--- src/rtl/spi_pkg.sv ---
// -----------------------------------------------------------------------------
// spi_pkg
// Shared definitions for the SPI initiator: command opcodes, frame geometry and
// the controller state encoding.
// Optional feature macro used by the top level: SPI_MASTER_AUTO_READ_EN.
// -----------------------------------------------------------------------------
package spi_pkg;

    localparam logic [1:0] OP_WADDR = 2'b00;
    localparam logic [1:0] OP_WDATA = 2'b01;
    localparam logic [1:0] OP_RADDR = 2'b10;
    localparam logic [1:0] OP_RDATA = 2'b11;

    localparam int FRAME_BITS = 10;
    localparam int DATA_BITS  = 8;

    typedef enum logic [2:0] {
        ST_IDLE = 3'd0,
        ST_TX   = 3'd1,
        ST_TURN = 3'd2,
        ST_RX   = 3'd3,
        ST_GAP  = 3'd4
    } state_t;

endpackage

--- src/rtl/spi_sclk_gen.sv ---
// -----------------------------------------------------------------------------
// spi_sclk_gen
// Registered SCLK divider. While enabled, sclk spends HALF_DIV system clocks low
// and HALF_DIV high, starting low. rise_tick/fall_tick are high in the clk cycle
// whose closing edge moves sclk 0->1 / 1->0. Disabling forces sclk low and
// restarts the divider so every frame begins with a full low half-period.
// Ports:
//   clk, rst   system clock, synchronous active-high reset
//   en         divider run enable (frame active)
//   sclk       SPI clock, idles low
//   rise_tick  strobe: sclk rises at the next edge
//   fall_tick  strobe: sclk falls at the next edge
// -----------------------------------------------------------------------------
module spi_sclk_gen #(
    parameter int HALF_DIV = 2
) (
    input  logic clk,
    input  logic rst,
    input  logic en,
    output logic sclk,
    output logic rise_tick,
    output logic fall_tick
);

    localparam int DW = $clog2(HALF_DIV) + 1;

    logic [DW-1:0] div_cnt;
    logic          tc;

    assign tc        = en && (div_cnt == DW'(HALF_DIV - 1));
    assign rise_tick = tc && !sclk;
    assign fall_tick = tc && sclk;

    always_ff @(posedge clk) begin
        if (rst || !en) begin
            div_cnt <= '0;
            sclk    <= 1'b0;
        end else if (tc) begin
            div_cnt <= '0;
            sclk    <= ~sclk;
        end else begin
            div_cnt <= div_cnt + 1'b1;
        end
    end

endmodule

--- src/rtl/spi_master_ctrl.sv ---
// -----------------------------------------------------------------------------
// spi_master_ctrl
// SPI initiator (mode 0) for the command/response protocol of the SPI-slave
// memory subsystem. One host command = 2-bit op + 8-bit payload, sent MSB first
// in a single ss_n-low frame. Read-data (op 11) frames add one turnaround SCLK
// period and then clock 8 bits in from miso, returned on rsp_valid/rsp_data.
// Optional feature: `define SPI_MASTER_AUTO_READ_EN makes an accepted op 10
// automatically follow its frame (after the inter-frame gap) with an op-11 frame;
// only the second frame reports done/rsp_valid.
// Host handshake: a command is taken on the clk edge where req_valid and
// req_ready are both high; req_valid while req_ready is low is not queued.
// Ports:
//   clk, rst             system clock, synchronous active-high reset
//   req_valid/req_ready  command handshake
//   req_op, req_data     command opcode and payload
//   done                 one-cycle pulse at the end of a frame
//   rsp_valid, rsp_data  one-cycle read-data pulse; rsp_data holds afterwards
//   sclk, ss_n, mosi     SPI outputs
//   miso                 SPI input
//   dbg_state            current controller state (state_t encoding)
// -----------------------------------------------------------------------------
module spi_master_ctrl
    import spi_pkg::*;
#(
    parameter int HALF_DIV = 2,
    parameter int GAP_CYC  = 4
) (
    input  logic       clk,
    input  logic       rst,
    input  logic       req_valid,
    output logic       req_ready,
    input  logic [1:0] req_op,
    input  logic [7:0] req_data,
    output logic       done,
    output logic       rsp_valid,
    output logic [7:0] rsp_data,
    output logic       sclk,
    output logic       ss_n,
    output logic       mosi,
    input  logic       miso,
    output logic [2:0] dbg_state
);

    localparam int GW = $clog2(GAP_CYC) + 1;

    state_t                state, state_d;
    logic [FRAME_BITS-1:0] shift_q;
    logic [1:0]            op_q;
    logic [3:0]            bit_cnt;
    logic [DATA_BITS-1:0]  rx_q;
    logic [GW-1:0]         gap_cnt;
    logic                  auto_pend;
    logic                  sclk_en, rise_tick, fall_tick;
    logic                  hs, tx_last, rx_last, gap_last;

    assign req_ready = (state == ST_IDLE);
    assign hs        = req_valid && req_ready;
    assign dbg_state = state;
    assign sclk_en   = (state == ST_TX) || (state == ST_TURN) || (state == ST_RX);
    // The shifter fills with zeros, so mosi reads 0 whenever no command bit is out.
    assign mosi      = shift_q[FRAME_BITS-1];
    assign tx_last   = fall_tick && (bit_cnt == 4'(FRAME_BITS - 1));
    assign rx_last   = fall_tick && (bit_cnt == 4'(DATA_BITS - 1));
    assign gap_last  = (gap_cnt == GW'(GAP_CYC - 1));

    spi_sclk_gen #(.HALF_DIV(HALF_DIV)) u_sclk_gen (
        .clk       (clk),
        .rst       (rst),
        .en        (sclk_en),
        .sclk      (sclk),
        .rise_tick (rise_tick),
        .fall_tick (fall_tick)
    );

    always_ff @(posedge clk) begin
        if (rst) state <= ST_IDLE;
        else     state <= state_d;
    end

    always_comb begin
        state_d = state;
        case (state)
            ST_IDLE: if (hs)        state_d = ST_TX;
            ST_TX:   if (tx_last)   state_d = (op_q == OP_RDATA) ? ST_TURN : ST_GAP;
            ST_TURN: if (fall_tick) state_d = ST_RX;
            ST_RX:   if (rx_last)   state_d = ST_GAP;
            // A pending automatic read re-enters TX straight from the gap.
            ST_GAP:  if (gap_last)  state_d = auto_pend ? ST_TX : ST_IDLE;
            default:                state_d = ST_IDLE;
        endcase
    end

    always_ff @(posedge clk) begin
        if (rst) begin
            shift_q   <= '0;
            op_q      <= OP_WADDR;
            bit_cnt   <= '0;
            rx_q      <= '0;
            gap_cnt   <= '0;
            auto_pend <= 1'b0;
            ss_n      <= 1'b1;
            done      <= 1'b0;
            rsp_valid <= 1'b0;
            rsp_data  <= '0;
        end else begin
            done      <= 1'b0;
            rsp_valid <= 1'b0;
            gap_cnt   <= (state == ST_GAP) ? gap_cnt + 1'b1 : '0;
            case (state)
                ST_IDLE: begin
                    if (hs) begin
                        shift_q <= {req_op, req_data};
                        op_q    <= req_op;
                        bit_cnt <= '0;
                        ss_n    <= 1'b0;
`ifdef SPI_MASTER_AUTO_READ_EN
                        auto_pend <= (req_op == OP_RADDR);
`else
                        auto_pend <= 1'b0;
`endif
                    end
                end
                ST_TX: begin
                    // Next bit is presented on the same edge sclk falls.
                    if (fall_tick) begin
                        shift_q <= {shift_q[FRAME_BITS-2:0], 1'b0};
                        if (tx_last) begin
                            bit_cnt <= '0;
                            if (op_q != OP_RDATA) begin
                                ss_n <= 1'b1;
                                // The first frame of an automatic read stays silent.
                                done <= !auto_pend;
                            end
                        end else begin
                            bit_cnt <= bit_cnt + 1'b1;
                        end
                    end
                end
                ST_RX: begin
                    if (rise_tick) rx_q <= {rx_q[DATA_BITS-2:0], miso};
                    if (fall_tick) begin
                        if (rx_last) begin
                            bit_cnt   <= '0;
                            ss_n      <= 1'b1;
                            done      <= 1'b1;
                            rsp_valid <= 1'b1;
                            rsp_data  <= rx_q;
                        end else begin
                            bit_cnt <= bit_cnt + 1'b1;
                        end
                    end
                end
                ST_GAP: begin
                    if (gap_last && auto_pend) begin
                        shift_q   <= {OP_RDATA, {DATA_BITS{1'b0}}};
                        op_q      <= OP_RDATA;
                        bit_cnt   <= '0;
                        ss_n      <= 1'b0;
                        auto_pend <= 1'b0;
                    end
                end
                default: ;
            endcase
        end
    end

endmodule

--- config.mk ---
export PLATFORM = sky130hd
export DESIGN_NAME = spi_master_ctrl
export DESIGN_NICKNAME = d
export VERILOG_FILES = /design/src/rtl/spi_pkg.sv /design/src/rtl/spi_sclk_gen.sv /design/src/rtl/spi_master_ctrl.sv
export SDC_FILE = /design/constraint.sdc
export NUM_CORES = 1
export LEC_CHECK = 0
export CAP_MARGIN = 25
export CORE_AREA = 2 2 74 76
export CTS_CLUSTER_SIZE = 10
export DETAILED_ROUTE_END_ITERATION = 6
export DIE_AREA = 0 0 76 78
export SLEW_MARGIN = 10
export SYNTH_ARGS = -nofsm -noshare
export SYNTH_HDL_FRONTEND = slang
export SYNTH_SLANG_ARGS = --single-unit
--- constraint.sdc ---
create_clock -name clk -period 2.3 [get_ports clk]
set_clock_uncertainty 0.05 [all_clocks]
set_input_delay 0.46 -clock clk [delete_from_list [all_inputs] [get_ports clk]]
set_output_delay 0.46 -clock clk [all_outputs]
set_load 0.005 [all_outputs]
======== After elaboration in Yosys (flattened, before gate mapping) ========
Cells that the tools add are included.
word-level totals
  register bits after elaboration ......... 45
  word-level logic and storage cells ...... 102
  output and inout port bits .............. 17
operators by class
  reduce and logical (&&, ||, !) cells .... 27
  bitwise logic cells ..................... 3
  eq/ne operators ......................... 19
  $add $sub $neg .......................... 3
  multiplexer cells ....................... 37
operator list
  operator               count
  $mux W10               3
  $pmux W10 S3           1
  $mux W4                6
  $mux W3                6
  $pmux W4 S4            1
  $pmux W3 S5            1
  $ne A2 B2 Y1 const B   7
  $mux W1                13
  $reduce_and A5 Y1      2
  $eq A3 B2 Y1 const B   3
  $reduce_and A8 Y1      1
  $logic_and A1 B1 Y1    7
  $ne A2 B1 Y1 const B   3
  $reduce_and A3 Y1      2
  $reduce_or A2 Y1       3
  $add A4 B1 Y4 const B  1
  $eq A4 B3 Y1 const B   1
  $eq A4 B4 Y1 const B   1
  $mux W2                2
  $pmux W1 S2            2
  $pmux W1 S4            1
  $pmux W2 S2            1
  $reduce_and A4 Y1      1
  $reduce_bool A4 Y1     1
  13 further kinds       19

======== Depth between registers and ports, before layout ========
Gate-level depths: netlist of run 1.
  depth after elaboration ................. 9
  mapped depth ............................ 7
  mapped depth without buffers ............ 6

======== By module ========
From an unflattened synthesis of run 1, not the netlist that was laid out.
unflattened totals
  cells, all modules ...................... 221
  area total of the unflattened synthesis .. 1970.6 sq um
by module, submodules not included
  module           area an instance (sq um)  sequential area each (sq um)  times used  cells an instance
  spi_master_ctrl  1850.5                    820.8                         1           208
  spi_sclk_gen     120.1                     60.1                          1           13

======== Least setup slack after synthesis of run 1 ========
OpenSTA, ideal clock, no wires.
  path type ............................... flip-flop to flip-flop
  start point ............................. register u_sclk_gen.div_cnt[0]
  end point ............................... register rsp_data[4]
  required time ........................... 2121 ps
  cell stages (with the launch flop) ...... 7
  data arrival time ....................... 1404 ps
  slack ................................... 718 ps
  path through ............................ dfxtp_1 -> ha_1 -> buf_4 -> nand4b_2 -> nor2_4 -> mux2i_1 -> nor2_1
between the ends
  longest elaborated chain between the ends .. 5
RTL lines
  item                           RTL line                text
  from (decl)                    spi_sclk_gen.sv:27      logic [DW-1:0] div_cnt;
  from (signal assigned)         spi_sclk_gen.sv:42      div_cnt <= div_cnt + 1'b1;
  $eq A2 B1 Y1 *                 spi_sclk_gen.sv:30      assign tc = en && (div_cnt == DW'(HALF_DIV - 1));
  $logic_and A1 B1 Y1 *          spi_sclk_gen.sv:30
  $logic_and A1 B1 Y1 *          spi_sclk_gen.sv:32      assign fall_tick = tc && sclk;
  $logic_and A1 B1 Y1            spi_master_ctrl.sv:63   assign rx_last = fall_tick && (bit_cnt == 4'(DATA_BITS - 1));
  $reduce_and A3 Y1 (no line) *  --
  to (signal assigned)           spi_master_ctrl.sv:147  rsp_data <= rx_q;
  to (decl)                      spi_master_ctrl.sv:36   output logic [7:0] rsp_data,
Every way passes the cells marked *; elsewhere a longest branch is shown, timed or not.
A chain may end at the register's enable or synchronous reset.

======== Worst setup path after layout of run 1 ========
  start point ............................. register state[1], in the netlist dbg_state[1]
  end point ............................... output port req_ready
between the ends
  longest elaborated chain between the ends .. 1
RTL lines
  item                    RTL line               text
  from (decl)             spi_master_ctrl.sv:46  state_t state, state_d;
  from (signal assigned)  spi_master_ctrl.sv:77  else state <= state_d;
  $logic_not A3 Y1        spi_master_ctrl.sv:56  assign req_ready = (state == ST_IDLE);
  to (decl)               spi_master_ctrl.sv:31  output logic req_ready,
Every way passes these cells.

==> impl_metrics.toml, run 1 <==
[status]
outcome = "finished, final reports clean"

[yosys]
yosysWarnings = 0
synth_area_mm2 = 0.00201
async_flop_share_pct = 0
syn_area_per_cell_um2 = 9.87
yosysUniqueCellTypes = 40
synth-edff-count = 0
post_synth_inst_count = 204
yosys.area.top_type = "dfxtp_1"
synthesis.nets = 223
synth_top_flop_cell = "dfxtp_1"
synth_top_area_share_pct = 43.8
yosysSeqAreaShare_pct = 43.8
synth_seq_cells = 44
netlist_top_cells_area = "dfxtp_1, mux2i_1, nor2_1"

[die]
core_mm2 = 0.00504
die_w_um = 76
dieArea_mm2 = 0.00593
start_util_pct = 39.9
num_rows = 26
io_pins = 31
die_h_um = 78

[global_routing]
grt_max_degree = 20
grt_pass1_vias = 1546
gr-total-overflow = 0
antenna_found_initial = 0
grt_util_all_layers_pct = 15.1
grt_pass1_wl_um = 7230

[cts]
clock-sinks = 44
cts.clk_slew.worst_paths_ps = 80
cts_made_buffers = 5
post-cts-setup-buffers = 0
clk_latency_ps = 300
h-tree-depth = 2
holdBufCountCts = 0
clockBufferDepth = 2
cts_tree = "done"
cts_resized = 0
cts_root_buf = "clkbuf_8"

[timing]
fin_crit_sh_pct = 91.5
worstMarginPinSlew_ps = 600
rsz0062_at_grt = "no"
whs_ps = 379
hold_viol_final = 0
slew_viol_final = 0
setup_viol = 0
slew_headroom_pct = 59.8
maxClockFrequency_ghz = 0.475
layout_setup_ws_ps = 196
fin_crit_ps = 2100
finalSetupTns_ps = 0

[critical_path]
cp-start-kind = "flip-flop"
end_kind = "output port"
critPathRequiredTime_ps = 1790
arrival_ps = 1590
worst-path-max-fanout = 11
critical_path_class = "flip-flop to output port"

[detailed_routing]
drt_iter0_markers = 69
ant_nets = 0
vias_per_cell = 5.04
drc = 0
drt_wl_total_um = 4040
drt-pass1-iter-count = 4
routedWlPerCell_um = 13.1
vias = 1552

[pwr]
power_uw = 1550
p_leak_uw = 0.000946
ir_drop_v = 0.000410
power_density_mw_per_mm2 = 615

[placed_design]
hpwlAfterDp_um = 2860
dp_slack_ps = 266
io_buffer_count = 30
gp_congestion = 0.797

[flow_run]
maxCapViolCount = 0

[layout]
drive_gt1_share_pct = 11.8
nets = 256
utilization_pct = 49.8
area_growth_pct = 24.7
diodes = 0

[hold_path]
hold_path_class = "flip-flop to flip-flop"
-- final timing paths --
path                                           startpoint                    end  slack [ps]  depth (start not counted)
worst max-delay path            dbg_state[1]$_SDFFE_PP0P_              req_ready         200                          2
worst max register to register  dbg_state[0]$_SDFFE_PP0P_   rx_q[3]$_SDFFE_PP0P_         300                          4
worst min-delay path                gap_cnt[0]$_SDFF_PP0_  gap_cnt[0]$_SDFF_PP0_         380                          1
worst min register to register      gap_cnt[0]$_SDFF_PP0_  gap_cnt[0]$_SDFF_PP0_         380                          1
-- cells in the final DEF (no fill, tap or decap), types with 2 or more instances in the layout --
master | synthesis | routed
dfxtp_1 | 44 | 44
nor2_1 | 35 | 35
clkdlybuf4s50_1 | 0 | 30
mux2i_1 | 19 | 19
nand2b_1 | 12 | 12
buf_4 | 3 | 10
a21oi_1 | 9 | 9
nand3b_1 | 9 | 9
a311oi_1 | 8 | 8
nor3_1 | 6 | 6
ha_1 | 5 | 5
clkbuf_8 | 0 | 5
inv_1 | 4 | 4
a31oi_1 | 3 | 3
nand4bb_1 | 3 | 3
nor4_1 | 3 | 3
nand2_1 | 3 | 3
nand4b_2 | 2 | 2
nor2b_1 | 2 | 2
o21ai_0 | 2 | 2
nand4b_1 | 2 | 2
nand3_1 | 2 | 2
o22a_1 | 2 | 2
-- per-stage QoR --
stage / instance area, um2 / instances
2_1_floorplan: 2010 / 204
3_3_place_gp: 2400 / 300
3_5_place_dp: 2400 / 300
4_1_cts: 2510 / 308
5_1_grt: 2510 / 308
6_report: 2510 / 308
-- report_power, final --
part,internal (uW),switching (uW)
Clock,327,277
Sequential,782,15.5
Combinational,78.2,66.0
Total,1190,358
-- worst max-delay path: stages (launching register included) --
cell	delay, ps
dfxtp_1	460
nor3_1	290
clkdlybuf4s50_1	550
-- metal layers --
layer	up-vias	GRT usage, %	routed length, um
met5	-	0	0
met4	0	4.36	40
met3	5	4.42	142
met2	23	23.4	1790
met1	731	20.5	2070
li1	793	-	-
-- registers in the layout, summed over array words and instances (netlist names) --
register            count
rx_q                    8
op_q                    2
gap_cnt                 3
bit_cnt                 4
u_sclk_gen.div_cnt      2
rsp_data                8
u_sclk_gen.sclk         1
rsp_valid               1
shift_q                10
ss_n                    1
dbg_state               3
done                    1
-- synthesized netlist by cell type, drive strengths merged (2+ instances only) --
master	instances
a21oi	9
a311oi	9
a31oi	3
buf	8
clkbuf	6
dfxtp	44
ha	5
inv	4
mux2i	19
nand2	3
nand2b	13
nand3	3
nand3b	9
nand4b	4
nand4bb	3
nor2	36
nor2b	2
nor3	6
nor4	3
o21ai	2
o221ai	2
o22a	2
-- area by class of cell --
class	instances	area, um2
flip-flops and latches	44	881
clock inverters	3	46.3
repair buffers	40	375
fillers	483	2530
multi-input cells	142	1040
inverters	4	15.0
well taps	70	87.6
clock buffers	5	68.8
-- cell families after synthesis --
logic type,Yosys count,share of synthesized area (%)
AND/OR/NAND/NOR,87,26.8
flip-flops,44,43.8
AO/OA/AOI/OAI,30,11.7
multiplexers,19,9.45
buffers and inverters,18,4.72
adder cells (fa/ha/maj),5,3.11
XOR/XNOR,1,0.435
Power figures use the tool's default switching activity.
==> inputs of run 2 (changes only) <==
Settings changed: CORE_AREA 2 2 74 76 to 2 2 104 56, CTS_BUF_LIST set to sky130_fd_sc_hd__clkbuf_8 sky130_fd_sc_hd__clkbuf_16, DIE_AREA 0 0 76 78 to 0 0 106 58.
==> run 2 against run 1 <==
First-iteration DRC count shrank 36%; register-to-register slack gained 20 ps; non-clock buffer count shrank 1; maximum frequency shrank 2.8%; clock power shrank 0.7%; combinational power is essentially flat; largest power group unchanged; via count shrank 0.32%.
==> impl_metrics.toml, run 2 (synthesis results as in run 1) <==
[status]
outcome = "finished, final reports clean"

[pwr]
p_clk_share_pct = 39.0
ir_drop_v = 0.000271
pwr-share-seq_pct = 51.9
p_switching_uw = 355
power_density_mw_per_mm2 = 614
p_comb_share_pct = 9.1
p_sw_share_pct = 23.1
p_leak_uw = 0.000941
internal_power_uw = 1180

[detailed_routing]
drt_iter0_markers = 44
vias = 1547
ant_nets = 0
vias_per_cell = 4.99
drc = 0
routedWlPerCell_um = 13.4
drt_wl_total_um = 4150
drt-pass1-iter-count = 4

[placed_design]
io_buffer_count = 30
placedInstanceArea_mm2 = 0.00239
hpwlAfterDp_um = 3010
gp_congestion = 0.827

[layout]
diodes = 0
area_growth_pct = 24.5
layout.cells.most_common = "dfxtp_1"
utilization_pct = 47.7
drive_gt1_share_pct = 11.4
design_area_mm2 = 0.00251
nets = 255
regMostFlops = "shift_q"
layout_common_cells = "dfxtp_1, nor2_1, clkdlybuf4s50_1, mux2i_1, nand2b_1"
reg_top3 = "shift_q: 10 flops, rsp_data: 8 flops, rx_q: 8 flops"
largest_register_ffs = 10

[global_routing]
gr-usage-met1_pct = 23.4
grt_util_all_layers_pct = 15.4
top_usage_layer = "met1"
grt_pass1_wl_um = 7280
grt_util_met2_pct = 19.5
gr-total-overflow = 0
antenna_found_initial = 0
grt_max_degree = 24
grt_util_met3_pct = 5.29
grt_pass1_vias = 1460

[critical_path]
critPathRequiredTime_ps = 1790
crit_family = "flip-flops"
reg2reg_depth = 4
crit_buf_inv = 1
cpMaxStageDelayCell = "dfxtp_1"
slowest_delay_ps = 740
path_cells = "clkdlybuf4s50_1"
reg2reg_from = "dbg_state[0]$_SDFFE_PP0P_"
critical_path_class = "flip-flop to output port"
r2r_slack_ps = 320
regToRegEndpoint = "bit_cnt[3]$_SDFFE_PP0P_"
arrival_ps = 1650
worst-path-max-fanout = 15
cp-start-kind = "flip-flop"
end_kind = "output port"

[hold_path]
holdPathStages = 1
worstHoldEndpoint = "gap_cnt[0]$_SDFF_PP0_"
hp-start = "gap_cnt[0]$_SDFF_PP0_"
hold_path_class = "flip-flop to flip-flop"

[cts]
clock-sinks = 44
clk_latency_ps = 290
holdBufCountCts = 0
cts_root_buf = "clkbuf_8"
post-cts-setup-buffers = 0
cts.clk_slew.worst_paths_ps = 80
cts_resized = 0
cts_tree = "done"
h-tree-depth = 2
clockBufferDepth = 2
cts_made_buffers = 5

[timing]
setup_viol = 0
maxClockFrequency_ghz = 0.462
whs_ps = 373
rsz0062_at_grt = "no"
slew_viol_final = 0
fin_crit_sh_pct = 94.1
hold_viol_final = 0
finalSetupTns_ps = 0
slew_headroom_pct = 57.5
worstMarginPinSlew_ps = 636
fin_crit_ps = 2160

[die]
num_rows = 19
start_util_pct = 38.3
core_mm2 = 0.00525
die_w_um = 106
io_pins = 31
die_h_um = 58
dieArea_mm2 = 0.00615

[flow_run]
maxCapViolCount = 0
==> run 2: cell type report <==
cell class | instances | area (um2)
clock buffer | 5 | 68.8
clock inverter | 3 | 46.3
fill | 496 | 2750
inverter | 4 | 15.0
multi-input combinational | 142 | 1040
sequential | 44 | 881
tap | 73 | 91.3
timing repair buffer | 39 | 368
==> run 2: metrics by stage <==
stage | instances | power (uW) | setup WS [ps]
after floorplan | 204 | 902 | 718
after global placement | 302 | 957 | 309
after detailed placement | 302 | 958 | 308
after CTS | 310 | 1560 | 137
after global routing | 310 | 1610 | 48.6
final | 310 | 1540 | 135
==> run 2: power groups by stage <==
stage	clock, uW	combinational, uW	sequential, uW
6_report	600	141	799
5_1_grt	656	156	803
4_1_cts	616	142	799
3_5_place_dp	0	141	817
3_3_place_gp	0	140	817
2_1_floorplan	0	93.8	808
==> run 2: worst max path at each step <==
stage                                           startpoint                        to  slack [ps]  cells past startpoint
after floorplan           u_sclk_gen.div_cnt[0]$_SDFF_PP0_  rsp_data[4]$_SDFFE_PP0P_         720                      6
after global placement                           req_valid   bit_cnt[3]$_SDFFE_PP0P_         310                      5
after detailed placement                         req_valid   bit_cnt[3]$_SDFFE_PP0P_         310                      5
after CTS                        dbg_state[0]$_SDFFE_PP0P_              dbg_state[0]         140                      1
after global routing             dbg_state[0]$_SDFFE_PP0P_              dbg_state[0]          50                      1
final                            dbg_state[0]$_SDFFE_PP0P_              dbg_state[0]         140                      1
==> run 2: layer usage <==
layer  vias to the layer above  part of all wire (%)
li1                        794                     -
met1                       713                    56
met2                        36                    38
met3                         4                   5.6
met4                         0                  0.65
met5                         -                     0
